--- config.mk ---
export PLATFORM = sky130hd
export DESIGN_NAME = axi_sram_slave_flat
export DESIGN_NICKNAME = d
export VERILOG_FILES = /design/src/rtl/axi_sram_slave_if.sv /design/src/rtl/axi_sram_slave.sv /design/src/flat_wrapper.sv
export SDC_FILE = /design/constraint.sdc
export NUM_CORES = 1
export LEC_CHECK = 0
export ABC_AREA = 1
export BUFFER_PORTS_ARGS = -buffer_cell sky130_fd_sc_hd__clkbuf_2
export CAP_MARGIN = 40
export CORE_AREA = 2 2 121 123
export CTS_BUF_LIST = sky130_fd_sc_hd__clkbuf_8 sky130_fd_sc_hd__clkbuf_16
export CTS_CLUSTER_DIAMETER = 100
export DETAILED_ROUTE_END_ITERATION = 10
export DIE_AREA = 0 0 123 125
export SETUP_SLACK_MARGIN = 0.4
export SLEW_MARGIN = 0
export SYNTH_ARGS = -nofsm -noshare
export SYNTH_HDL_FRONTEND = slang
export SYNTH_SLANG_ARGS = --single-unit
--- constraint.sdc ---
create_clock -name clk -period 3.45 [get_ports clk]
set_input_delay 0.69 -clock clk [delete_from_list [all_inputs] [get_ports clk]]
set_output_delay 0.69 -clock clk [all_outputs]
set_load 0.005 [all_outputs]
--- src/rtl/axi_sram_slave_if.sv ---
// axi_sram_slave_if: AXI bus bundle (AR/R/AW/W/B) between the
// interconnect and one SRAM-backed slave.
interface axi_sram_slave_if #(
  parameter int ID_W   = 8,
  parameter int DATA_W = 32,
  parameter int LEN_W  = 4
);
  logic [ID_W-1:0]   ARID;
  logic [31:0]       ARADDR;
  logic [LEN_W-1:0]  ARLEN;
  logic [2:0]        ARSIZE;
  logic [1:0]        ARBURST;
  logic              ARVALID;
  logic              ARREADY;

  logic [ID_W-1:0]   RID;
  logic [DATA_W-1:0] RDATA;
  logic [1:0]        RRESP;
  logic              RLAST;
  logic              RVALID;
  logic              RREADY;

  logic [ID_W-1:0]   AWID;
  logic [31:0]       AWADDR;
  logic [LEN_W-1:0]  AWLEN;
  logic [2:0]        AWSIZE;
  logic [1:0]        AWBURST;
  logic              AWVALID;
  logic              AWREADY;

  logic [DATA_W-1:0] WDATA;
  logic [3:0]        WSTRB;
  logic              WLAST;
  logic              WVALID;
  logic              WREADY;

  logic [ID_W-1:0]   BID;
  logic [1:0]        BRESP;
  logic              BVALID;
  logic              BREADY;

  modport master (
    output ARID, ARADDR, ARLEN, ARSIZE, ARBURST, ARVALID,
    input  ARREADY,
    input  RID, RDATA, RRESP, RLAST, RVALID,
    output RREADY,
    output AWID, AWADDR, AWLEN, AWSIZE, AWBURST, AWVALID,
    input  AWREADY,
    output WDATA, WSTRB, WLAST, WVALID,
    input  WREADY,
    input  BID, BRESP, BVALID,
    output BREADY
  );

  modport slave (
    input  ARID, ARADDR, ARLEN, ARSIZE, ARBURST, ARVALID,
    output ARREADY,
    output RID, RDATA, RRESP, RLAST, RVALID,
    input  RREADY,
    input  AWID, AWADDR, AWLEN, AWSIZE, AWBURST, AWVALID,
    output AWREADY,
    input  WDATA, WSTRB, WLAST, WVALID,
    output WREADY,
    output BID, BRESP, BVALID,
    input  BREADY
  );
endinterface

--- src/rtl/axi_sram_slave.sv ---
// axi_sram_slave: AXI INCR-burst slave driving a single-port SRAM macro.
// Define AXI_SRAM_SLV_RANGE_CHK_EN to answer out-of-range addresses with SLVERR.
module axi_sram_slave #(
  parameter int ID_W    = 8,
  parameter int DATA_W  = 32,
  parameter int LEN_W   = 4,
  parameter int SRAM_AW = 14
) (
  input  logic               clk,
  input  logic               rst,
  axi_sram_slave_if.slave    bus,
  output logic               CEB,
  output logic               WEB,
  output logic [31:0]        BWEB,
  output logic [SRAM_AW-1:0] A,
  output logic [31:0]        DI,
  input  logic [31:0]        DO
);

  localparam logic [1:0] OKAY   = 2'b00;
  localparam logic [1:0] SLVERR = 2'b10;

  typedef enum logic [2:0] {
    IDLE,
    RD_MEM,
    RD_DATA,
    WR_DATA,
    WR_RESP
  } state_t;

  state_t              state_q;
  state_t              state_d;
  logic                prio_q;
  logic [ID_W-1:0]     id_q;
  logic [SRAM_AW-1:0]  addr_q;
  logic [LEN_W-1:0]    len_q;
  logic [LEN_W-1:0]    cnt_q;
  logic                bad_q;
  logic                rd_first_q;
  logic [DATA_W-1:0]   rdata_q;

  logic grant_rd;
  logic grant_wr;
  logic ar_hs;
  logic aw_hs;
  logic r_hs;
  logic w_hs;
  logic rd_last;
  logic ar_bad;
  logic aw_bad;

  // prio_q low: reads win a tie
  assign grant_rd = bus.ARVALID && (!bus.AWVALID || !prio_q);
  assign grant_wr = bus.AWVALID && (!bus.ARVALID || prio_q);

  assign ar_hs   = rst && (state_q == IDLE) && grant_rd;
  assign aw_hs   = rst && (state_q == IDLE) && grant_wr;
  assign r_hs    = (state_q == RD_DATA) && bus.RREADY;
  assign w_hs    = (state_q == WR_DATA) && bus.WVALID;
  assign rd_last = (cnt_q == len_q);

`ifdef AXI_SRAM_SLV_RANGE_CHK_EN
  assign ar_bad = |bus.ARADDR[31:SRAM_AW+2];
  assign aw_bad = |bus.AWADDR[31:SRAM_AW+2];
`else
  assign ar_bad = 1'b0;
  assign aw_bad = 1'b0;

  logic unused_hi;
  assign unused_hi = ^{bus.ARADDR[31:SRAM_AW+2],
                       bus.AWADDR[31:SRAM_AW+2]};
`endif

  logic unused_attr;
  assign unused_attr = ^{bus.ARADDR[1:0], bus.AWADDR[1:0],
                         bus.ARSIZE, bus.ARBURST,
                         bus.AWSIZE, bus.AWBURST};

  always_comb begin
    state_d     = state_q;
    bus.ARREADY = 1'b0;
    bus.AWREADY = 1'b0;
    bus.RVALID  = 1'b0;
    bus.WREADY  = 1'b0;
    bus.BVALID  = 1'b0;
    bus.RID     = id_q;
    bus.RRESP   = OKAY;
    bus.RLAST   = 1'b0;
    bus.BID     = id_q;
    bus.BRESP   = OKAY;
    // DO is only valid in the first RD_DATA cycle; rdata_q holds it after
    bus.RDATA   = rdata_q;
    if (rd_first_q) begin
      bus.RDATA = bad_q ? '0 : DO;
    end
    CEB  = 1'b1;
    WEB  = 1'b1;
    BWEB = '1;
    A    = addr_q;
    DI   = '0;

    unique case (state_q)
      IDLE: begin
        bus.ARREADY = ar_hs;
        bus.AWREADY = aw_hs;
        if (ar_hs) begin
          state_d = RD_MEM;
        end else if (aw_hs) begin
          state_d = WR_DATA;
        end
      end
      RD_MEM: begin
        CEB     = bad_q;
        state_d = RD_DATA;
      end
      RD_DATA: begin
        bus.RVALID = 1'b1;
        bus.RLAST  = rd_last;
        bus.RRESP  = bad_q ? SLVERR : OKAY;
        if (r_hs) begin
          state_d = rd_last ? IDLE : RD_MEM;
        end
      end
      WR_DATA: begin
        bus.WREADY = 1'b1;
        if (w_hs) begin
          CEB = bad_q;
          WEB = bad_q;
          if (!bad_q) begin
            DI = bus.WDATA;
            for (int k = 0; k < 4; k++) begin
              BWEB[8*k +: 8] = {8{~bus.WSTRB[k]}};
            end
          end
          if (bus.WLAST) begin
            state_d = WR_RESP;
          end
        end
      end
      WR_RESP: begin
        bus.BVALID = 1'b1;
        bus.BRESP  = bad_q ? SLVERR : OKAY;
        if (bus.BREADY) begin
          state_d = IDLE;
        end
      end
      default: state_d = IDLE;
    endcase
  end

  always_ff @(posedge clk or negedge rst) begin
    if (!rst) begin
      state_q    <= IDLE;
      prio_q     <= 1'b0;
      id_q       <= '0;
      addr_q     <= '0;
      len_q      <= '0;
      cnt_q      <= '0;
      bad_q      <= 1'b0;
      rd_first_q <= 1'b0;
      rdata_q    <= '0;
    end else begin
      state_q    <= state_d;
      rd_first_q <= (state_q == RD_MEM);
      if (rd_first_q) begin
        rdata_q <= bad_q ? '0 : DO;
      end
      if (ar_hs) begin
        id_q   <= bus.ARID;
        addr_q <= bus.ARADDR[SRAM_AW+1:2];
        len_q  <= bus.ARLEN;
        cnt_q  <= '0;
        bad_q  <= ar_bad;
        prio_q <= ~prio_q;
      end else if (aw_hs) begin
        id_q   <= bus.AWID;
        addr_q <= bus.AWADDR[SRAM_AW+1:2];
        len_q  <= bus.AWLEN;
        cnt_q  <= '0;
        bad_q  <= aw_bad;
        prio_q <= ~prio_q;
      end
      if ((r_hs && !rd_last) || w_hs) begin
        addr_q <= addr_q + SRAM_AW'(1);
        cnt_q  <= cnt_q + LEN_W'(1);
      end
    end
  end

endmodule

--- src/flat_wrapper.sv ---
// flat-port wrapper written by rule: the top's interface ports become plain ports
module axi_sram_slave_flat 
#(
  parameter int ID_W    = 8,
  parameter int DATA_W  = 32,
  parameter int LEN_W   = 4,
  parameter int SRAM_AW = 14
)
  (clk, rst, CEB, WEB, BWEB, A, DI, DO, bus_ARID, bus_ARADDR, bus_ARLEN, bus_ARSIZE, bus_ARBURST, bus_ARVALID, bus_ARREADY, bus_RID, bus_RDATA, bus_RRESP, bus_RLAST, bus_RVALID, bus_RREADY, bus_AWID, bus_AWADDR, bus_AWLEN, bus_AWSIZE, bus_AWBURST, bus_AWVALID, bus_AWREADY, bus_WDATA, bus_WSTRB, bus_WLAST, bus_WVALID, bus_WREADY, bus_BID, bus_BRESP, bus_BVALID, bus_BREADY);
  axi_sram_slave_if #(.ID_W(ID_W), .DATA_W(DATA_W), .LEN_W(LEN_W)) bus_i ();
  input  logic clk;
  input  logic rst;
  output logic CEB;
  output logic WEB;
  output logic [31:0] BWEB;
  output logic [SRAM_AW-1:0] A;
  output logic [31:0] DI;
  input  logic [31:0] DO;
  input wire logic [$bits(bus_i.ARID)-1:0] bus_ARID;
  input wire logic [$bits(bus_i.ARADDR)-1:0] bus_ARADDR;
  input wire logic [$bits(bus_i.ARLEN)-1:0] bus_ARLEN;
  input wire logic [$bits(bus_i.ARSIZE)-1:0] bus_ARSIZE;
  input wire logic [$bits(bus_i.ARBURST)-1:0] bus_ARBURST;
  input wire logic [$bits(bus_i.ARVALID)-1:0] bus_ARVALID;
  output wire logic [$bits(bus_i.ARREADY)-1:0] bus_ARREADY;
  output wire logic [$bits(bus_i.RID)-1:0] bus_RID;
  output wire logic [$bits(bus_i.RDATA)-1:0] bus_RDATA;
  output wire logic [$bits(bus_i.RRESP)-1:0] bus_RRESP;
  output wire logic [$bits(bus_i.RLAST)-1:0] bus_RLAST;
  output wire logic [$bits(bus_i.RVALID)-1:0] bus_RVALID;
  input wire logic [$bits(bus_i.RREADY)-1:0] bus_RREADY;
  input wire logic [$bits(bus_i.AWID)-1:0] bus_AWID;
  input wire logic [$bits(bus_i.AWADDR)-1:0] bus_AWADDR;
  input wire logic [$bits(bus_i.AWLEN)-1:0] bus_AWLEN;
  input wire logic [$bits(bus_i.AWSIZE)-1:0] bus_AWSIZE;
  input wire logic [$bits(bus_i.AWBURST)-1:0] bus_AWBURST;
  input wire logic [$bits(bus_i.AWVALID)-1:0] bus_AWVALID;
  output wire logic [$bits(bus_i.AWREADY)-1:0] bus_AWREADY;
  input wire logic [$bits(bus_i.WDATA)-1:0] bus_WDATA;
  input wire logic [$bits(bus_i.WSTRB)-1:0] bus_WSTRB;
  input wire logic [$bits(bus_i.WLAST)-1:0] bus_WLAST;
  input wire logic [$bits(bus_i.WVALID)-1:0] bus_WVALID;
  output wire logic [$bits(bus_i.WREADY)-1:0] bus_WREADY;
  output wire logic [$bits(bus_i.BID)-1:0] bus_BID;
  output wire logic [$bits(bus_i.BRESP)-1:0] bus_BRESP;
  output wire logic [$bits(bus_i.BVALID)-1:0] bus_BVALID;
  input wire logic [$bits(bus_i.BREADY)-1:0] bus_BREADY;
  assign bus_i.ARID = bus_ARID;
  assign bus_i.ARADDR = bus_ARADDR;
  assign bus_i.ARLEN = bus_ARLEN;
  assign bus_i.ARSIZE = bus_ARSIZE;
  assign bus_i.ARBURST = bus_ARBURST;
  assign bus_i.ARVALID = bus_ARVALID;
  assign bus_ARREADY = bus_i.ARREADY;
  assign bus_RID = bus_i.RID;
  assign bus_RDATA = bus_i.RDATA;
  assign bus_RRESP = bus_i.RRESP;
  assign bus_RLAST = bus_i.RLAST;
  assign bus_RVALID = bus_i.RVALID;
  assign bus_i.RREADY = bus_RREADY;
  assign bus_i.AWID = bus_AWID;
  assign bus_i.AWADDR = bus_AWADDR;
  assign bus_i.AWLEN = bus_AWLEN;
  assign bus_i.AWSIZE = bus_AWSIZE;
  assign bus_i.AWBURST = bus_AWBURST;
  assign bus_i.AWVALID = bus_AWVALID;
  assign bus_AWREADY = bus_i.AWREADY;
  assign bus_i.WDATA = bus_WDATA;
  assign bus_i.WSTRB = bus_WSTRB;
  assign bus_i.WLAST = bus_WLAST;
  assign bus_i.WVALID = bus_WVALID;
  assign bus_WREADY = bus_i.WREADY;
  assign bus_BID = bus_i.BID;
  assign bus_BRESP = bus_i.BRESP;
  assign bus_BVALID = bus_i.BVALID;
  assign bus_i.BREADY = bus_BREADY;
  axi_sram_slave #(.ID_W(ID_W), .DATA_W(DATA_W), .LEN_W(LEN_W), .SRAM_AW(SRAM_AW)) u_core (.clk(clk), .rst(rst), .bus(bus_i), .CEB(CEB), .WEB(WEB), .BWEB(BWEB), .A(A), .DI(DI), .DO(DO));
endmodule
# ---- Word level (Yosys, flattened, before mapping)
# Cells that the tools add are included.
dict set report word_totals {
  output_inout_bits 138
  input_bits 174
  ff_bits 68
  elab_cells 87
}
dict set report op_classes {
  n_reduce_logical 19
  addsub 2
  bitwise_logic 5
  mux 42
  n_eq_ne 10
}
# operator count
set op_table {}
lappend op_table {{two-way mux 32 bit} 8}
lappend op_table {{two-way mux 14 bit} 3}
lappend op_table {{two-way mux 4 bit} 5}
lappend op_table {{two-way mux 3 bit} 6}
lappend op_table {{two-way mux 8 bit} 2}
lappend op_table {{one-hot mux 3 bit (5 select lines)} 1}
lappend op_table {{adder 14 x 1 -> 14 bit (second input constant)} 1}
lappend op_table {{two-way mux 1 bit} 13}
lappend op_table {{logical AND 1 bit} 8}
lappend op_table {{== test 3 x 2 -> 1 bit (second input constant)} 2}
lappend op_table {{two-way mux 2 bit} 3}
lappend op_table {{inverter 1 bit} 5}
lappend op_table {{AND reduction 5 bit} 1}
lappend op_table {{adder 4 x 1 -> 4 bit (second input constant)} 1}
lappend op_table {{== test 4 bit} 1}
lappend op_table {{logical NOT 1 bit} 4}
lappend op_table {{inequality test 2 x 1 -> 1 bit (second input constant)} 2}
lappend op_table {{inequality test 2 bit (second input constant)} 2}
lappend op_table {{== test 3 x 1 -> 1 bit (second input constant)} 1}
lappend op_table {{== test 3 bit (second input constant)} 1}
lappend op_table {{logical NOT 3 bit} 1}
lappend op_table {{logical OR 1 bit} 3}
lappend op_table {{inequality test 3 x 1 -> 1 bit (second input constant)} 1}
lappend op_table {{nonzero test 3 bit} 1}
lappend op_table {{other kinds (2)} 2}

# ---- Logic depth before layout (Yosys ltp)
dict set report depth {
  word_depth 7
  ltp_mapped 11
  ltp_nobuf 11
}

# ---- Least setup slack after synthesis
# No wires, ideal clock.
dict set report synth_timing {
  path_kind {reg2out}
  start {register u_core.state_q[2]}
  end {output port BWEB[10]}
  required_ps 2760
  n_path_buf 2
  arrival_time_ps 1488
  path_stages_with_launch 7
  path_slack_ps 1272
  path_cell_list {dfrtp_1 > nor3_4 > nand2_4 > buf_2 > inv_1 > nand2_1 > buf_4}
}
dict set report synth_via {
  elab_chain_cells 4
}
# item line_no
set synth_rtl {}
lappend synth_rtl {{from (decl)} axi_sram_slave.sv:31} ;# state_t state_q;
lappend synth_rtl {{from (signal assigned)} axi_sram_slave.sv:163} ;# state_q <= state_d;
lappend synth_rtl {{== test 3 x 2 -> 1 bit *} {axi_sram_slave.sv:59, axi_sram_slave.sv:102}}
lappend synth_rtl {{logical AND 1 bit} axi_sram_slave.sv:59} ;# assign w_hs = (state_q == WR_DATA) && bus.WVALID;
lappend synth_rtl {{two-way mux 32 bit} axi_sram_slave.sv:126} ;# if (w_hs) begin
lappend synth_rtl {{two-way mux 32 bit *} axi_sram_slave.sv:102} ;# unique case (state_q)
lappend synth_rtl {{to (decl)} flat_wrapper.sv:15} ;# output logic [31:0] BWEB;
# Mark *: on every way between the ends. The rest lies on a longest branch, timed or not.

# ---- Worst setup path after layout
dict set report layout_timing {
  start {register u_core.state_q[2]}
  end {output port DI[29]}
}
dict set report layout_via {
  elab_chain_cells 4
}
# item line_no
set layout_rtl {}
lappend layout_rtl {{== test 3 x 2 -> 1 bit *} {axi_sram_slave.sv:59, axi_sram_slave.sv:102}}
lappend layout_rtl {{logical AND 1 bit} axi_sram_slave.sv:59}
lappend layout_rtl {{two-way mux 32 bit} axi_sram_slave.sv:126}
lappend layout_rtl {{two-way mux 32 bit *} axi_sram_slave.sv:102}
lappend layout_rtl {{to (decl)} flat_wrapper.sv:17} ;# output logic [31:0] DI;
# Marked as above.

==> run summary <==
status = finished clean
fmax = 0.388 GHz
largest net degree at the start of global routing = 44
Clock Latency Late Sink = 330 ps
GRT Total Usage = 13.9%
RSZ-0062 raised after global routing = no
Final nets = 907
cts repair resizes = 0
die footprint = 15400 um2
Power Total = 4.50 mW
Clock Power Share = 22.8%
Clock Sinks = 67
final worst path period need = 2580 ps
CTS Buf Count = 9
antenna-violating nets left = 0
clk root buf = clkbuf_16
Clock transition at path regs = 50 ps
via count = 3875
final hold vios = 0
TritonCTS clock tree = built
Final Setup Violations = 0
Filler Cell Count = 1509
Synth area leaders = dfrtp_1 41%, nand2_1 9.8%, buf_4 8.3%
Net Sw Frac = 37.3%
Die Span Y = 125 um
cell count after synthesis = 512
pre-CTS setup slack = 1160 ps
Placed Cells = 904
fin cells = 920
Worst Hold Class = primary input to asynchronous set/reset pin
H-tree Lvls = 3
Die W = 123 um
1st-pass router iterations = 4
cts hold-fix bufs = 0
ys async rst share = 100%
Ys Warns = 0
share of the synthesized area in the top cell type = 41.4%
sequential fraction of the synthesis area = 41.4%
post-CTS setup buffer count = 0
first-pass GRT wire length = 16900 um
Worst Path Required = 2760 ps
CP Class = register to output pin
# IOs = 312
GRT Residual Overflow = 0
share of cells above drive strength 1 = 44.4%
Crit. End Element = output pin
Layout area overhead = 37.5%
max-slew violation count = 0
antenna diode count = 0
combinational power share = 45.5%
setup tns final = 0 ps
# port buffers = 261
NetSw = 1.68 mW
fin crit share = 74.7%
top cell type by total area after synthesis = dfrtp_1
count of cell types in the netlist = 32
FF+latch count, synth = 67
# Max-Cap Violations = 0
Top FF cell, synth = dfrtp_1
via/cell ratio = 4.21
final worst setup slack = 874 ps
initial antenna violation count = 0
number of global-route vias before repair = 3455
WP data arrival = 1890 ps
clk_skew = 7.91 ps
initial cell density of the core = 28.5%
Routed WL = 11000 um
CP max FO = 33
synthesized cell area = 4050 um2
drt first-iter violations = 93
CTS max path bufs = 2
Int Pwr = 2.82 mW
row count = 44
startpoint types = register
Avg Inst Size Synth = 7.91 um2
r2r worst-path depth = 8
GP Congestion = 0.767
Flop pwr share = 31.7%
Post-synth EDFFs = 0
Worst VDD drop = 0.269 mV
DR WL/cell = 11.9 um
drt drc = 0
Core Box Area = 14200 um2
Static Leak = 3.21 nW
hpwl dp = 8470 um
P per Cell Area = 808 nW/um2
==> cell usage in the layout (no fill, tap or decap), types with 5 or more instances in the layout <==
cell / instances
buf_4: 6
clkbuf_16: 9
clkbuf_2: 260
dfrtp_1: 67
inv_1: 70
inv_2: 6
mux2_2: 28
nand2_1: 106
nand3_1: 26
nand4_1: 14
nor2_1: 62
nor3_1: 5
o21ai_0: 32
xor2_1: 5
==> power groups by stage <==
stage	sequential, mW	combinational (mW)	clock, mW
floorplan	1.39	1.41	0
global placement	1.43	2.07	0
detailed placement	1.44	2.09	0
CTS	1.43	2.09	1.06
global route	1.48	2.33	1.09
finish	1.43	2.05	1.03
==> sequential cells by signal, indices dropped and copies added, names as in the netlist <==
| register | flops |
|---|---|
| u_core.rd_first_q | 1 |
| u_core.state_q | 3 |
| u_core.len_q | 4 |
| u_core.rdata_q | 32 |
| u_core.bus.BID | 8 |
| u_core.cnt_q | 4 |
| u_core.prio_q | 1 |
| u_core.A | 14 |
==> stage by stage <==
stage,instance area [um2],hold slack [ps],util (%)
after detailed placement,5230,467,36.8
after CTS,5570,370,39.2
after floorplan,4060,394,-
after global routing,5570,396,39.2
after global placement,5200,462,36.6
final,5570,375,39.2
==> kinds of logic (layout without fill, tap and decap cells) <==
| family | after synthesis | after routing | synth area share (%) |
|---|---|---|---|
| other cells | 1 | 4 | 0.0926 |
| xor+xnor | 6 | 6 | 1.30 |
| buf+inv | 137 | 358 | 17.7 |
| compound gates | 42 | 42 | 5.65 |
| fa+ha+maj | 2 | 2 | 0.618 |
| simple gates | 225 | 225 | 24.3 |
| mux | 32 | 32 | 8.90 |
| flops | 67 | 67 | 41.4 |
==> cell usage after synthesis (all sizes together) (4+ instances only) <==
cell type  number
clkbuf          4
buf            58
inv            75
nor3            7
nand4          14
mux2           32
nand2         110
nor2           63
nand3          27
dfrtp          67
o22ai           4
xor2            5
o211ai          4
o21ai          33
==> metal layers <==
layer  up-vias  part of all wire [%]  track usage (%)
met4         0                   1.3             4.68
met3        12                   6.2             3.19
met2       125                    48             23.7
met1      1737                    45             17.1
li1       2001                     -                -
met5         -                     0                0
==> layout make-up <==
class	count	area (um2)	area share, %
Inverter	75	282	5.06
Clock buffer	12	267	4.79
Timing Repair Buffer	267	1370	24.7
Multi-Input combinational cell	311	1670	29.9
Sequential cell	67	1680	30.1
Clock inverter	4	72.6	1.30
Tap cell	184	230	4.13
==> worst max-delay path: stages (launching register included) <==
cell and delay, ps:
dfrtp_1 460, nor3_4 340, nand2_4 200, buf_4 280, nor2_1 140, clkbuf_2 120
==> path summary, 6_finish.rpt <==
path / start / endpoint / slack, ps
worst max-delay path: u_core.state_q[2] / DI[29] / 870
worst min-delay path: rst / u_core.rdata_q[31] / 370
worst max register to register: u_core.state_q[2] / u_core.A[3] / 1390
worst min register to register: u_core.prio_q / u_core.prio_q / 470
max in group asynchronous: rst / u_core.bus.BID[7] / 2550
min in group clk: u_core.prio_q / u_core.prio_q / 470
Power figures use the tool's default switching activity.
